## config.mk

```make
export PLATFORM = sky130hd
export DESIGN_NAME = invaders_rom_loader
export DESIGN_NICKNAME = d
export VERILOG_FILES = /design/src/rtl/invaders_loader_pkg.sv /design/src/rtl/invaders_rom_loader.sv
export SDC_FILE = /design/constraint.sdc
export NUM_CORES = 1
export LEC_CHECK = 0
export CORE_ASPECT_RATIO = 1.25
export CORE_UTILIZATION = 30
export CTS_BUF_LIST = sky130_fd_sc_hd__clkbuf_8 sky130_fd_sc_hd__clkbuf_16
export DETAILED_ROUTE_END_ITERATION = 7
export SLEW_MARGIN = 20
export SYNTH_ARGS = -nofsm -noshare
export SYNTH_HDL_FRONTEND = slang
export SYNTH_SLANG_ARGS = --single-unit
```

## constraint.sdc

```tcl
create_clock -name Clock -period 3.2 [get_ports Clock]
set_input_delay 0.64 -clock Clock [delete_from_list [all_inputs] [get_ports Clock]]
set_output_delay 0.64 -clock Clock [all_outputs]
set_load 0.05 [all_outputs]
```

## src/rtl/invaders_loader_pkg.sv

```systemverilog
// Shared types and constants for the Invaders ROM download sequencer.
// Holds the FSM encoding, memory-map bases and default parameters.
package invaders_loader_pkg;

  typedef enum logic [1:0] {
    S_IDLE = 2'd0,
    S_LOAD = 2'd1,
    S_PAD  = 2'd2,
    S_DONE = 2'd3
  } loader_state_t;

  localparam logic [15:0] ROM_BASE  = 16'h0000;
  localparam logic [15:0] ROM2_BASE = 16'h2000;
  localparam logic [15:0] VROM_BASE = 16'h4000;

  // Colour PROM is 2 KiB, so the image ends at its last byte
  localparam logic [15:0] PAD_END_DEFAULT = VROM_BASE + 16'h07FF;
  localparam logic [7:0]  ROM_INDEX_DEFAULT = 8'h00;

  function automatic logic [16:0] hw_max(
    input logic [16:0] hw,
    input logic [15:0] addr
  );
    logic [16:0] nxt;
    nxt = {1'b0, addr} + 17'd1;
    return (nxt > hw) ? nxt : hw;
  endfunction

endpackage

```

## src/rtl/invaders_rom_loader.sv

```systemverilog
// ioctl-to-memory download sequencer: load, zero-pad, then release the CPU.
// Optional checksum accumulator: INVADERS_LOADER_CHECKSUM_EN.
module invaders_rom_loader
  import invaders_loader_pkg::*;
#(
  parameter logic [15:0] PAD_END   = PAD_END_DEFAULT,
  parameter logic [7:0]  ROM_INDEX = ROM_INDEX_DEFAULT
) (
  input  logic        Clock,
  input  logic        Reset,
  input  logic        ioctl_download,
  input  logic [7:0]  ioctl_index,
  input  logic        ioctl_wr,
  input  logic [24:0] ioctl_addr,
  input  logic [7:0]  ioctl_dout,
  output logic        ioctl_wait,
  output logic [15:0] dn_addr,
  output logic [7:0]  dn_data,
  output logic        dn_wr,
  output logic        cpu_reset,
  output logic        rom_ready,
  output logic [15:0] byte_count,
  output logic [7:0]  checksum
);

  loader_state_t state;
  loader_state_t state_nx;

  logic        dl_q;
  logic        rise;
  logic        fall;
  logic        idx_ok;
  logic        start;
  logic        accept;
  logic [16:0] hw;
  logic [16:0] hw_nx;
  logic [15:0] pc;

  logic        wr_d;
  logic [15:0] addr_d;
  logic [7:0]  data_d;
  logic        ready_d;
  logic        creset_d;
  logic        wait_d;

  assign idx_ok = (ioctl_index == ROM_INDEX);
  assign rise   = ioctl_download & ~dl_q;
  assign fall   = ~ioctl_download & dl_q;
  assign start  = rise & idx_ok;

  assign accept = (state == S_LOAD) & ioctl_wr & idx_ok
                & (ioctl_addr <= {9'd0, PAD_END});

  assign hw_nx = accept ? hw_max(hw, ioctl_addr[15:0]) : hw;

  always_ff @(posedge Clock or posedge Reset) begin
    if (Reset) begin
      state <= S_IDLE;
    end else begin
      state <= state_nx;
    end
  end

  // hw_nx folds in a strobe coincident with the falling edge
  always_comb begin
    state_nx = state;
    unique case (state)
      S_IDLE: begin
        if (start) state_nx = S_LOAD;
      end
      S_LOAD: begin
        if (fall) begin
          if (hw_nx > {1'b0, PAD_END}) state_nx = S_DONE;
          else                         state_nx = S_PAD;
        end
      end
      S_PAD: begin
        if (start)               state_nx = S_LOAD;
        else if (pc == PAD_END)  state_nx = S_DONE;
      end
      S_DONE: begin
        if (start) state_nx = S_LOAD;
      end
      default: state_nx = S_IDLE;
    endcase
  end

  always_comb begin
    wr_d     = 1'b0;
    addr_d   = dn_addr;
    data_d   = dn_data;
    ready_d  = (state == S_DONE);
    creset_d = (state != S_DONE);
    wait_d   = (state == S_PAD);
    if (accept) begin
      wr_d   = 1'b1;
      addr_d = ioctl_addr[15:0];
      data_d = ioctl_dout;
    end else if ((state == S_PAD) && !start) begin
      wr_d   = 1'b1;
      addr_d = pc;
      data_d = 8'h00;
    end
  end

  always_ff @(posedge Clock or posedge Reset) begin
    if (Reset) begin
      dl_q       <= 1'b0;
      dn_wr      <= 1'b0;
      dn_addr    <= 16'h0000;
      dn_data    <= 8'h00;
      cpu_reset  <= 1'b1;
      rom_ready  <= 1'b0;
      ioctl_wait <= 1'b0;
    end else begin
      dl_q       <= ioctl_download;
      dn_wr      <= wr_d;
      dn_addr    <= addr_d;
      dn_data    <= data_d;
      cpu_reset  <= creset_d;
      rom_ready  <= ready_d;
      ioctl_wait <= wait_d;
    end
  end

  always_ff @(posedge Clock or posedge Reset) begin
    if (Reset) begin
      hw         <= 17'd0;
      byte_count <= 16'h0000;
    end else if (start) begin
      hw         <= 17'd0;
      byte_count <= 16'h0000;
    end else if (accept) begin
      hw <= hw_nx;
      if (byte_count != 16'hFFFF) byte_count <= byte_count + 16'd1;
    end
  end

  // Pad resumes at the high-water mark; holes below it stay untouched
  always_ff @(posedge Clock or posedge Reset) begin
    if (Reset) begin
      pc <= 16'h0000;
    end else if ((state == S_LOAD) && fall) begin
      pc <= hw_nx[15:0];
    end else if (state == S_PAD) begin
      pc <= pc + 16'd1;
    end
  end

`ifdef INVADERS_LOADER_CHECKSUM_EN
  logic [7:0] sum;

  always_ff @(posedge Clock or posedge Reset) begin
    if (Reset) begin
      sum <= 8'h00;
    end else if (start) begin
      sum <= 8'h00;
    end else if (accept) begin
      sum <= sum + ioctl_dout;
    end
  end

  assign checksum = sum;
`else
  assign checksum = 8'h00;
`endif

endmodule

```

==> run summary <==
OUTCOME
------------------------------------------------------------------------------
Run status                                                        complete, but fails checks
Failing checks                                                    setup timing

YOSYS
------------------------------------------------------------------------------
Synthesis Warnings                                                           0
Netlist area before placement                                         4650 um2
Area contributors post-synth                                      dfrtp_1 43%, mux2i_1 6.7%, nand2_1 6.2%
Dominant cell by count in the synthesized netlist                      dfrtp_1
Ranking of synthesized cells by instance count                    79 x dfrtp_1, 77 x nand2_1, 47 x nor2_1
EDFF count, synth                                                            0
Register bit total from synthesis                                           80
Ys async rst share                                                        100%
Share of the yosys chip area belonging to registers                      43.1%
Syn Inst Count                                                             504
Post-synthesis area per instance                                      9.23 um2
Cell type with the highest aggregate area in the netlist               dfrtp_1
Unique cell type count in the Yosys netlist                                 53
Most frequently used flop master after synthesis                       dfrtp_1
Share of Yosys cell area claimed by the top area cell type               42.5%

FINAL LAYOUT
------------------------------------------------------------------------------
Diode count                                                                  0
Final core area utilization                                              45.5%
Layout net count                                                           722
Non-filler cells in the finished layout                                    867
Fraction of layout instances using a drive strength above 1              21.5%
Post-synthesis to final-layout area growth                               47.4%
Fillers                                                                   1419

DRT
------------------------------------------------------------------------------
Vias per inst                                                             4.78
Number of detailed-route iterations in the first pass                        4
DR vias                                                                   4141
Total wirelength of the detailed-routed design                         13.0 mm
Violation count after the first detailed-routing iteration                 180
Remaining routing DRC violations                                             0
Antenna violation net count after detailed routing                           0
Routed wire per std cell                                               15.0 um

CLOCKING
------------------------------------------------------------------------------
Master cell of the clock root buffer                                 clkbuf_16
Clk buf depth                                                                2
H-tree depth                                                                 3
Clock net sink count                                                        80
Clock transition at path regs                                          0.06 ns
CTS tree                                                                   yes
TritonCTS buffer count                                                       9
Clock insertion delay at the later pin of the skew report              0.34 ns

TIMING
------------------------------------------------------------------------------
Final critical-path share of the clock period                             101%
Final-report setup violation count                                           7
Top achievable clock speed                                             310 MHz
Setup skew after layout                                             0.00450 ns
RSZ-0062 raised after global routing                                       yes
Final setup margin                                                  -0.0244 ns
Number of pins with negative max-slew slack in the final report              0
Final hold violations                                                        0
Fin crit period                                                        3.22 ns
Relative slew slack                                                      53.5%
Tightest Pin Transition                                               0.697 ns
Worst hold slack after final layout                                   0.528 ns

DIE
------------------------------------------------------------------------------
Area of the core                                                     15100 um2
Chip height                                                             141 um
Area of the die                                                      16000 um2
Die outline width                                                       113 um
Number of placed I/O pins                                                   97
Initial Utilization                                                      30.8%
Rows                                                                        50

WORST SETUP PATH
------------------------------------------------------------------------------
Data arrival time of the critical path                                 3.44 ns
Type of origin of the critical path                               primary input
Worst setup EP type                                                   register
CP Max Fanout                                                                5
Worst Reg2Reg Path Length in Cells                                          10
Type of the worst setup path                                         in -> reg
Required time at the worst-slack endpoint                              3.41 ns

PLACED DESIGN
------------------------------------------------------------------------------
Dpl cells                                                                  827
IO buf count                                                                88
Final Wtd Congestion                                                     0.787
Placed wire-length estimate after detailed placement                   8.98 mm

POWER AND IR DROP
------------------------------------------------------------------------------
Worst VDD drop                                                        0.254 mV
Pleak                                                                  3.07 nW
Total power                                                            2.43 mW
Power per cell area                                                 355 nW/um2

MIN PATH
------------------------------------------------------------------------------
Min-Delay Path Depth                                                         2
Hold Crit Class                                                     reg -> reg

GLOBAL ROUTING
------------------------------------------------------------------------------
Total overflow reported by the global router                                 0
GRT Total Usage                                                          17.0%
Number of global-route vias before repair                                 4214
Global-route wire length before repair                                 20.9 mm
Antenna violations before repair                                             0
Largest net degree at the start of global routing                           48

RUN
------------------------------------------------------------------------------
Reported max-cap violation count                                             0

==> sequential cells by signal (all words and copies together), names as in the netlist <==
signal      flops
byte_count     16
hw             17
dn_data         8
ioctl_wait      1
rom_ready       1
state           2
pc             16
dl_q            1
dn_addr        16
dn_wr           1
cpu_reset       1
==> power by group <==
group / total, mW / internal (mW) / switching, mW
Sequential: 1.03 / 1.02 / 0.00601
Clock: 1.14 / 0.724 / 0.413
Combinational: 0.270 / 0.132 / 0.138
==> per-stage QoR <==
step	TNS (ns)	cell area, um2	setup slack (ns)
after floorplan	-5.20	4680	-0.241
after global placement	-26.84	6050	-0.820
after detailed placement	-30.71	6050	-0.956
after CTS	-0.762	6690	-0.0550
after global routing	-3.99	6850	-0.171
final	-0.0645	6850	-0.0244
==> critical path, cell delays in order <==
cell	delay, ns
buf_6	0.07
nand4_1	0.10
buf_6	0.15
nor3_4	0.20
buf_6	0.13
nand2_2	0.06
xnor2_2	0.14
ha_1	0.31
nand4_1	0.12
or4_1	0.53
o22a_1	0.21
a31oi_4	0.19
buf_12	0.16
nand2_4	0.11
mux2i_2	0.23
o21ai_1	0.09
==> cells by family (layout without fill, tap and decap cells) <==
kind of cell,after synthesis,count (layout),synth area share (%)
xor+xnor,41,41,7.72
simple gates,198,201,20.9
buf+inv,53,198,5.17
other cells,1,8,0.0807
flops,80,80,43.1
mux,32,32,6.92
compound gates,76,76,9.90
fa+ha+maj,23,23,6.19
==> cell usage in the layout (no fill, tap or decap), types with 3 or more instances in the layout <==
cell             count
dfrtp_1             79
ha_1                20
clkbuf_16            9
nand2_2              3
ha_4                 3
and2_1               3
buf_12               3
o21ai_0             31
and3_1               7
xnor2_1             14
nor2_1              46
clkdlybuf4s50_1     74
mux2i_2              9
buf_6               13
nand4_1             14
inv_1               25
and4_1               3
xor2_1              22
xor2_2               3
buf_8                3
nor3_1               6
nand3_2              3
dlygate4sd2_1        3
a21oi_1             15
mux2i_4              4
buf_4               57
nand3_1             11
o21ai_1             15
conb_1               8
mux2i_1             18
buf_2                3
nor4_1               4
or3_1                5
nand2_1             75
==> cell type report <==
type / count / area [um2] / area share [%]
Sequential cell: 80 / 2000 / 29.2
Inverter: 26 / 98.8 / 1.44
Timing Repair Buffer: 156 / 1460 / 21.3
Clock buffer: 11 / 253 / 3.69
Multi-Input combinational cell: 381 / 2700 / 39.4
Tap cell: 208 / 260 / 3.80
Clock inverter: 5 / 80.1 / 1.17
==> path summary, 6_finish.rpt <==
| path | startpoint | endpoint | slack [ns] |
|---|---|---|---|
| max in group asynchronous | Reset | cpu_reset | 1.78 |
| min in group asynchronous | Reset | dn_addr[6] | 0.70 |
| min reg2reg | dn_data[1] | dn_data[1] | 0.53 |
| max reg2reg | state[1] | pc[2] | 0.58 |
| max | ioctl_addr[8] | pc[2] | -0.02 |
| min | dn_data[1] | dn_data[1] | 0.53 |
==> per-layer routing <==
layer	vias to the layer above	part of all wire [%]	GRT usage, %
met5	-	0	0
met4	0	2.2	7.69
met3	20	4.2	3.44
met2	103	53	30.6
met1	2001	41	19.1
li1	2017	-	-
==> repair_timing <==
item,4_1_cts,5_1_grt
pin swaps,24,17
hold buffers,0,0
cloned,3,0
hold endpoints to repair,0,0
endpoints found under the setup margin,34,34
resized for setup,86,28
buffers inserted,18,4
Note: power is estimated with default switching activity, not from simulation.
